<file path="src/rtl/mem_req_arbiter.sv">
// Arbitrates the fetch port and the load/store buffer onto the single memory engine.
// Requests are latched for the whole transaction, and the completion is returned to the owner as a one-cycle pulse.
module mem_req_arbiter #(
  parameter int STARVE_LIMIT = 4
) (
  input  logic        clk,
  input  logic        rst,
  input  logic        rdy,
  input  logic        clear,
  input  logic        if_req_valid,
  input  logic [31:0] if_req_addr,
  output logic        if_resp_valid,
  output logic [31:0] if_resp_inst,
  input  logic        lsb_req_valid,
  input  logic        lsb_req_is_write,
  input  logic [31:0] lsb_req_addr,
  input  logic [2:0]  lsb_req_len,
  input  logic [31:0] lsb_req_wdata,
  output logic        lsb_resp_valid,
  output logic [31:0] lsb_resp_data,
  output logic        mc_valid,
  output logic        mc_is_write,
  output logic [31:0] mc_addr,
  output logic [2:0]  mc_len,
  output logic [31:0] mc_wdata,
  input  logic        mc_done,
  input  logic [31:0] mc_rdata
);

  localparam int CNT_W = (STARVE_LIMIT < 1) ? 1 : $clog2(STARVE_LIMIT + 1);
  localparam logic [CNT_W-1:0] CNT_MAX = CNT_W'(STARVE_LIMIT);

  typedef enum logic [1:0] {
    IDLE,
    BUSY_IF,
    BUSY_LSB,
    DRAIN
  } state_t;

  state_t            state, state_n;
  logic [CNT_W-1:0]  starve_cnt, starve_cnt_n;
  logic              mc_valid_n, mc_is_write_n;
  logic [31:0]       mc_addr_n, mc_wdata_n;
  logic [2:0]        mc_len_n;
  logic              if_resp_valid_n, lsb_resp_valid_n;
  logic [31:0]       if_resp_inst_n, lsb_resp_data_n;

  logic if_elig, lsb_elig, force_if, grant_if, grant_lsb;

  // A requester whose response is on the wire this cycle is still holding the old request.
  assign if_elig   = if_req_valid  && !if_resp_valid;
  assign lsb_elig  = lsb_req_valid && !lsb_resp_valid;
  assign force_if  = (STARVE_LIMIT != 0) && (starve_cnt >= CNT_MAX);
  assign grant_if  = if_elig && (!lsb_elig || force_if);
  assign grant_lsb = lsb_elig && !grant_if;

  always_ff @(posedge clk) begin
    if (rst) begin
      state          <= IDLE;
      starve_cnt     <= '0;
      mc_valid       <= 1'b0;
      mc_is_write    <= 1'b0;
      mc_addr        <= '0;
      mc_len         <= '0;
      mc_wdata       <= '0;
      if_resp_valid  <= 1'b0;
      if_resp_inst   <= '0;
      lsb_resp_valid <= 1'b0;
      lsb_resp_data  <= '0;
    end else begin
      state          <= state_n;
      starve_cnt     <= starve_cnt_n;
      mc_valid       <= mc_valid_n;
      mc_is_write    <= mc_is_write_n;
      mc_addr        <= mc_addr_n;
      mc_len         <= mc_len_n;
      mc_wdata       <= mc_wdata_n;
      if_resp_valid  <= if_resp_valid_n;
      if_resp_inst   <= if_resp_inst_n;
      lsb_resp_valid <= lsb_resp_valid_n;
      lsb_resp_data  <= lsb_resp_data_n;
    end
  end

  // Every register holds by default so that rdy=0 freezes the whole block.
  always_comb begin
    state_n          = state;
    starve_cnt_n     = starve_cnt;
    mc_valid_n       = mc_valid;
    mc_is_write_n    = mc_is_write;
    mc_addr_n        = mc_addr;
    mc_len_n         = mc_len;
    mc_wdata_n       = mc_wdata;
    if_resp_valid_n  = if_resp_valid;
    if_resp_inst_n   = if_resp_inst;
    lsb_resp_valid_n = lsb_resp_valid;
    lsb_resp_data_n  = lsb_resp_data;

    if (rdy) begin
      if_resp_valid_n  = 1'b0;
      lsb_resp_valid_n = 1'b0;
      if (clear) begin
        starve_cnt_n = '0;
      end

      unique case (state)
        IDLE: begin
          if (!clear) begin
            if (grant_if) begin
              state_n       = BUSY_IF;
              starve_cnt_n  = '0;
              mc_valid_n    = 1'b1;
              mc_is_write_n = 1'b0;
              mc_addr_n     = if_req_addr;
              mc_len_n      = 3'd4;
              mc_wdata_n    = '0;
            end else if (grant_lsb) begin
              state_n       = BUSY_LSB;
              mc_valid_n    = 1'b1;
              mc_is_write_n = lsb_req_is_write;
              mc_addr_n     = lsb_req_addr;
              mc_len_n      = lsb_req_len;
              mc_wdata_n    = lsb_req_wdata;
              if (if_req_valid && (starve_cnt != CNT_MAX)) begin
                starve_cnt_n = starve_cnt + CNT_W'(1);
              end
            end
          end
        end

        BUSY_IF: begin
          if (mc_done) begin
            state_n    = IDLE;
            mc_valid_n = 1'b0;
            if (!clear) begin
              if_resp_valid_n = 1'b1;
              if_resp_inst_n  = mc_rdata;
            end
          end else if (clear) begin
            state_n = DRAIN;
          end
        end

        BUSY_LSB: begin
          if (mc_done) begin
            state_n    = IDLE;
            mc_valid_n = 1'b0;
            if (!clear) begin
              lsb_resp_valid_n = 1'b1;
              lsb_resp_data_n  = mc_is_write ? 32'h0 : mc_rdata;
            end
          end else if (clear) begin
            state_n = DRAIN;
          end
        end

        // A flushed transaction still runs to completion in the engine; its result is dropped.
        DRAIN: begin
          if (mc_done) begin
            state_n    = IDLE;
            mc_valid_n = 1'b0;
          end
        end

        default: begin
          state_n = IDLE;
        end
      endcase
    end
  end

endmodule

</file>
<file path="config.mk">
export PLATFORM = sky130hd
export DESIGN_NAME = mem_req_arbiter
export DESIGN_NICKNAME = d
export VERILOG_FILES = /design/src/rtl/mem_req_arbiter.sv
export SDC_FILE = /design/constraint.sdc
export NUM_CORES = 1
export LEC_CHECK = 0
export CAP_MARGIN = 10
export CORE_MARGIN = 2
export CORE_UTILIZATION = 41
export CTS_CLUSTER_DIAMETER = 40
export DETAILED_ROUTE_END_ITERATION = 12
export PLACE_DENSITY = 0.92
export SKIP_LAST_GASP = 1
export SLEW_MARGIN = 20
export SYNTH_ARGS = -nofsm -noshare
export SYNTH_HDL_FRONTEND = slang
export SYNTH_SLANG_ARGS = --single-unit
</file>
<file path="constraint.sdc">
create_clock -name clk -period 1.8 [get_ports clk]
set_clock_uncertainty 0.1 [all_clocks]
set_input_delay 0.45 -clock clk [delete_from_list [all_inputs] [get_ports clk]]
set_output_delay 0.45 -clock clk [all_outputs]
set_load 0.01 [all_outputs]
</file>
==> out/metrics.yaml, run 1 <==
status: "finished, final reports clean"
insertion_delay_ps: 410
r2r_start: "state[0]$_SDFFE_PP0P_"
initial_core_util: 0.416
multi_input_area_um2: 2610
fin_nets: 1123
max_slew_margin: 0.750
grt_pass1_wl_mm: 29.8
post-route-period-util: 0.961
yosysTopAreaCellShare: 0.491
dr.first_iter.drc_count: 400
power.static_leakage_nw: 4.01
clock-sinks: 140
startpoint_type: "primary input"
worstHoldStart: "rst"
n_antenna_cell: 0
worstMarginPinSlew_ps: 375
h-tree-depth: 4
setup_viol: 0
totalWireLength_mm: 19.9
drt_drc_violations_left: 0
crit_fanout: 32
grt_pass1_vias: 5962
core_area_um2: 13700
vias: 6102
clock_path_buffers: 2
io_pins: 274
grt_max_degree: 54
hp-class: "primary input to flip-flop"
synth_cells: 691
synth_cell_types: 39
cts-root-buf: "clkbuf_16"
ant_nets: 0
ir_worst_vdd_mv: 0.542
slowest_delay_ps: 490
cpMaxStageDelayCell: "clkdlybuf4s50_1"
hold_path_end: "lsb_resp_data[11]$_SDFFE_PP0P_"
wire_per_inst_um: 17.0
rr_endpoint: "state[0]$_SDFFE_PP0P_"
num-fill-cells: 1078
finalHoldViolCount: 0
grt_antenna_before_repair: 0
cts_tree: "built"
die_x_um: 122
track_usage: 0.256
yosysWarnings: 0
worstPathRequired_ps: 1980
ys_top_cells_by_area: "dfxtp_1, a21oi_1, nand2_1"
setup_ws_ps: 69.7
rr_worst_depth: 5
synth-seq-cells: 140
dp_hpwl_mm: 13.4
path_class: "primary input to flip-flop"
cts_made_buffers: 17
reg2reg_setup_slack_ps: 110
cap_viol_max_count: 0
fp-row-count: 43
min_period_ps: 1730
max_freq_mhz: 578
yosysTopAreaCell: "dfxtp_1"
finalMaxSlewViolations: 0
worstPathCellList: "clkdlybuf4s50_1, and2b_2, buf_4, and3_1, buf_12, nand2_1, a21oi_1"
synthesis.area_um2: 5710
timing.hold.ws_ps: 324
cp_data_arrival_time_ps: 1910
total_power_mw: 8.27
portBuffers: 273
path_clk_slew_ps: 60
rsz0062_at_grt: "false"
die_h_um: 122
syn-mean-instance-area_um2: 8.26
firstDrtPassIters: 6
final.setup.tns_ps: 0
dieArea_um2: 14900
hold_depth: 2
gp_congestion: 0.854
overflow: 0
crit_path_end_kind: "flip-flop"
ff_latch_area_um2: 2800
power_density_nw_per_um2: 873
drive_gt1_frac: 0.118
dp_slack_ps: -502
yosysSeqAreaShare: 0.491
area_delta_synth_final_pct: 65.9
via_per_inst: 5.22
synth_nets: 837
cell type report:
class	count	share of cell area
Multi-Input combinational cell	486	0.276
Clock inverter	15	0.0174
Clock buffer	17	0.0449
Inverter	7	0.00278
Timing Repair Buffer	325	0.339
Sequential cell	140	0.296
Tap cell	180	0.0238
how the worst max path moves through the flow:
stage | cells after the start | from | to | slack [ps]
final | 7 | clear | if_resp_inst[28]$_SDFFE_PP0P_ | 70
after detailed placement | 7 | lsb_req_valid | mc_wdata[19]$_SDFFE_PP0P_ | -500
after global placement | 7 | lsb_req_valid | mc_wdata[22]$_SDFFE_PP0P_ | -440
after CTS | 1 | lsb_resp_valid$_SDFFE_PP0P_ | lsb_resp_valid | -130
after floorplan | 5 | state[0]$_SDFFE_PP0P_ | state[0]$_SDFFE_PP0P_ | 180
after global routing | 7 | clear | if_resp_inst[24]$_SDFFE_PP0P_ | 20
kinds of logic after synthesis:
family                   synth area share
AO/OA/AOI/OAI                       0.191
buffers and inverters              0.0614
adder cells (fa/ha/maj)            0.0153
AND/OR/NAND/NOR                     0.237
flip-flops                          0.491
multiplexers                      0.00395
power by group:
part	internal [mW]	switching (mW)
sequential	3.25	0.0795
combinational	0.770	0.693
clock	2.06	1.41
cell usage in the layout, fill, tap and decap left out, types with 2 or more instances in the layout:
| cell type | count |
|---|---|
| nand2_1 | 167 |
| dfxtp_1 | 139 |
| clkdlybuf4s50_1 | 136 |
| dlygate4sd2_1 | 134 |
| a21oi_1 | 130 |
| nor2_1 | 35 |
| nand3b_1 | 33 |
| buf_4 | 33 |
| nand3_1 | 31 |
| a211oi_1 | 30 |
| clkbuf_16 | 20 |
| buf_12 | 14 |
| nand3_2 | 8 |
| a21oi_2 | 8 |
| inv_1 | 7 |
| nand2b_1 | 6 |
| ha_1 | 6 |
| o21ai_0 | 5 |
| clkinv_4 | 4 |
| a21boi_0 | 3 |
| inv_6 | 3 |
| clkinvlp_4 | 3 |
| a211oi_2 | 2 |
| clkinv_2 | 2 |
| bufinv_16 | 2 |
| buf_6 | 2 |
| dlymetal6s2s_1 | 2 |
metrics by stage:
stage	instance area (µm²)	cells	utilization
after floorplan	5710	691	-
after global placement	8840	1130	0.644
after detailed placement	8840	1130	0.644
after CTS	9310	1163	0.678
after global routing	9470	1170	0.690
final	9470	1170	0.690
layer usage:
layer	global-route usage	vias up	share of wire	routed length, µm
met5	0	-	0	0
met4	0.0963	0	0.028	557
met3	0.0838	47	0.082	1640
met2	0.455	267	0.50	10000
met1	0.282	2859	0.39	7660
li1	-	2929	-	-
flip-flops by register name (all words and copies together), names as in the netlist:
register        flops
if_resp_inst       32
if_resp_valid       1
lsb_resp_data      32
lsb_resp_valid      1
mc_addr            32
mc_is_write         1
mc_len              3
mc_valid            1
mc_wdata           32
starve_cnt          3
state               2
critical path: cells and delay by family:
| kind | cells | cell delay, ps |
|---|---|---|
| buf+inv | 3 | 820 |
| simple gates | 3 | 570 |
| compound gates | 1 | 70 |
synth_stat cells (all sizes together):
cell and n:
nand2 168, dfxtp 140, a21oi 138, nand3 39, nor2 35, buf 34, nand3b 33, a211oi 32
clkbuf 24, ha 7, inv 7, o21ai 7, nand2b 6, a21boi 3, and2b 2, and3 2
mux2 2, a211o 1, a21o 1, a311oi 1, a31oi 1, and2 1, nand4 1, nand4b 1
nor2b 1, o211a 1, o211ai 1, o2bb2a 1, or3b 1
repair_timing:
action                                  CTS  global route
gates cloned                              1             5
pin swaps                                 1             4
resized for setup                       137            12
setup buffers                             0             2
endpoints found under the setup margin  166            73
hold buffers                              0             0
(Power assumes the default switching activity.)
==> run 2, diff against run 1 <==
Settings changed: CTS_CLUSTER_DIAMETER 40 to not set.
==> results of run 2 <==
No change in the layout: final DEF, timing and power equal those of run 1.
==> run 3, diff against run 2 <==
Settings changed: CELL_PAD_IN_SITES_DETAIL_PLACEMENT set to 1, CELL_PAD_IN_SITES_GLOBAL_PLACEMENT set to 2, CORE_UTILIZATION 41 to 22, PLACE_DENSITY 0.92 to 0.91.
==> run 3 against run 2 <==
Net effect: hold slack worse by 96 ps; critical path depth down 1; sequential power about the same; clock-buffer cell count up 2; clock power up 1%; via count down 2.9%; largest power group unchanged; the flow now finishes with violations (negative setup slack); die area up 83%; global-route usage down 9.6 points.
==> out/metrics.yaml, run 3 (synthesized netlist as in run 1, its figures left out) <==
worstPathCellList: "clkdlybuf4s50_1, and2b_4, o211a_4, bufbuf_16, nor2_1, a211oi_2"
cts-root-buf: "clkbuf_16"
comb_power_share: 0.175  # -0.002
fin_cells: 1313  # +12%
insertion_delay_ps: 410  # about the same
finalMaxSlewViolations: 0  # unchanged
clock-sinks: 140  # unchanged
die_h_um: 165  # +35%
die_x_um: 165  # +35%
via_per_inst: 4.51  # -13%
cpMaxStageDelayCell: "clkdlybuf4s50_1"
core_area_um2: 25300  # +85%
grt_pass1_wl_mm: 33.8  # +13%
totalWireLength_mm: 22.4  # +13%
firstDrtPassIters: 4  # -2
slowest_delay_ps: 440  # -50 ps
crit_path_end_kind: "flip-flop"
grt_max_degree: 61  # +13%
fin_nets: 1115  # -0.71%
power_switching_share: 0.276  # +0.0122
setup_ws_ps: -8.33  # -78.0 ps
cts_hold_buf: 0  # unchanged
grt_pass1_vias: 6019  # +0.96%
dp_hpwl_mm: 15.4  # +15%
violations: "negative setup slack"
sequentialPowerShare: 0.400  # -0.003
max_slew_margin: 0.754  # +0.00364
grt_antenna_before_repair: 1  # +1
clock_path_buffers: 2  # unchanged
crit_family: "buffers and inverters"
worstPathRequired_ps: 2020  # +40 ps
dieArea_um2: 27200  # +83%
internal_power_mw: 6.02  # -1.1%
h-tree-depth: 4  # unchanged
drt_drc_violations_left: 0  # unchanged
power.static_leakage_nw: 3.94  # -1.6%
cts_tree: "built"
switching_power_mw: 2.30  # +5.2%
drive_gt1_frac: 0.111  # -0.00718
fp-row-count: 58  # +35%
finalHoldViolCount: 0  # unchanged
worstMarginPinSlew_ps: 370  # -5.46 ps
overflow: 0  # unchanged
cap_viol_max_count: 0  # unchanged
power_density_nw_per_um2: 868  # -0.62%
vias: 5924  # -2.9%
dr.first_iter.drc_count: 291  # -27%
dpl.cell_count: 1276  # +13%
cp_data_arrival_time_ps: 2030  # +120 ps
path_class: "primary input to flip-flop"
timing.hold.ws_ps: 228  # -96.4 ps
max_freq_mhz: 553  # -4.3%
rsz0062_at_grt: "true"
setup_viol: 1  # +1
initial_core_util: 0.225  # -0.191
startpoint_type: "primary input"
grt-busiest-layer: "met2"
ant_nets: 0  # unchanged
mostFrequentLayoutCell: "nand2_1"
path_clk_slew_ps: 70  # about the same
hp-class: "primary input to flip-flop"
placed_area_um2: 9020  # +2.1%
area_delta_synth_final_pct: 67.8
met1_usage: 0.209  # -0.0729
grt_util_met2: 0.262  # -0.193
cp.buffers_inverters: 2  # -1
gp_congestion: 0.801  # -6.2%
ir_worst_vdd_mv: 0.462  # -15%
io_pins: 274  # unchanged
min_period_ps: 1810  # +78.0 ps
crit_fanout: 11  # -66%
cts_made_buffers: 17  # unchanged
portBuffers: 273  # unchanged
wire_per_inst_um: 17.1  # +0.49%
post-route-period-util: 1.00  # +0.0433
track_usage: 0.160  # -0.0955
status: "finished with violations"
met3_usage: 0.0285  # -0.0553
layout_common_cells: "nand2_1, dfxtp_1, clkdlybuf4s50_1"
final_area_um2: 9580  # +1.2%
clkPwrFrac: 0.425  # +0.005
-- run 3: changes by cell type in the layout (fill, tap and decap cells not counted), moves of 2 or more --
| cell | before | now |
|---|---|---|
| a21oi_2 | 8 | 10 |
| inv_6 | 3 | 5 |
| clkinvlp_4 | 3 | 5 |
| clkinv_4 | 4 | 0 |
| buf_4 | 33 | 26 |
| a21oi_1 | 130 | 128 |
| clkbuf_8 | 0 | 2 |
-- run 3: cell type report --
type                       count  area [µm²]
multi-input combinational    486        2610
clock inverter                13         128
inverter                       7        26.3
sequential                   140        2810
timing repair buffer         317        3150
tap                          330         413
antenna                        1        2.50
clock buffer                  19         453
fill                        3003       15700
-- run 3: worst paths after layout --
path,startpoint,depth (start not counted),slack [ps],to
min reg2reg,mc_wdata[4]$_SDFFE_PP0P_,2,350,mc_wdata[4]$_SDFFE_PP0P_
max,clear,6,-8,mc_addr[19]$_SDFFE_PP0P_
max reg2reg,state[0]$_SDFFE_PP0P_,6,80,mc_addr[19]$_SDFFE_PP0P_
min,rst,2,230,mc_is_write$_SDFFE_PP0P_
-- run 3: power groups by stage --
stage / sequential (mW) / clock, mW / combinational, mW
2_1_floorplan: 3.46 / 0 / 0.551
3_3_place_gp: 3.40 / 0 / 1.48
3_5_place_dp: 3.40 / 0 / 1.50
4_1_cts: 3.33 / 3.65 / 1.44
5_1_grt: 3.35 / 3.79 / 1.58
6_report: 3.33 / 3.53 / 1.45
-- run 3: per-layer routing --
layer / part of all wire / wire length, µm
met1: 0.46 / 10200
met2: 0.48 / 10800
met3: 0.037 / 829
met4: 0.026 / 583
met5: 0 / 0
-- run 3: worst reg2reg max path, stage by stage (launching register included) --
cell and delay (ps):
dfxtp_1 340, inv_1 90, ha_2 260, o211a_4 250
bufbuf_16 300, nor2_1 60, a211oi_2 230
-- run 3: through the flow --
stage	setup slack, ps	util	TNS (ps)	total power, mW
6_report	-8.33	0.378	-8.33	8.31
5_1_grt	-48.1	0.378	-58.8	8.72
4_1_cts	-56.5	0.374	-854	8.41
3_5_place_dp	-500	0.356	-49090	4.90
3_3_place_gp	-430	0.356	-42540	4.88
2_1_floorplan	184	-	0	4.01
-- run 3: timing repair --
action | in CTS | in global routing
resized for setup | 138 | 11
pin swaps | 0 | 2
setup endpoints to repair | 171 | 69
cloned | 1 | 2
setup buffers | 0 | 1
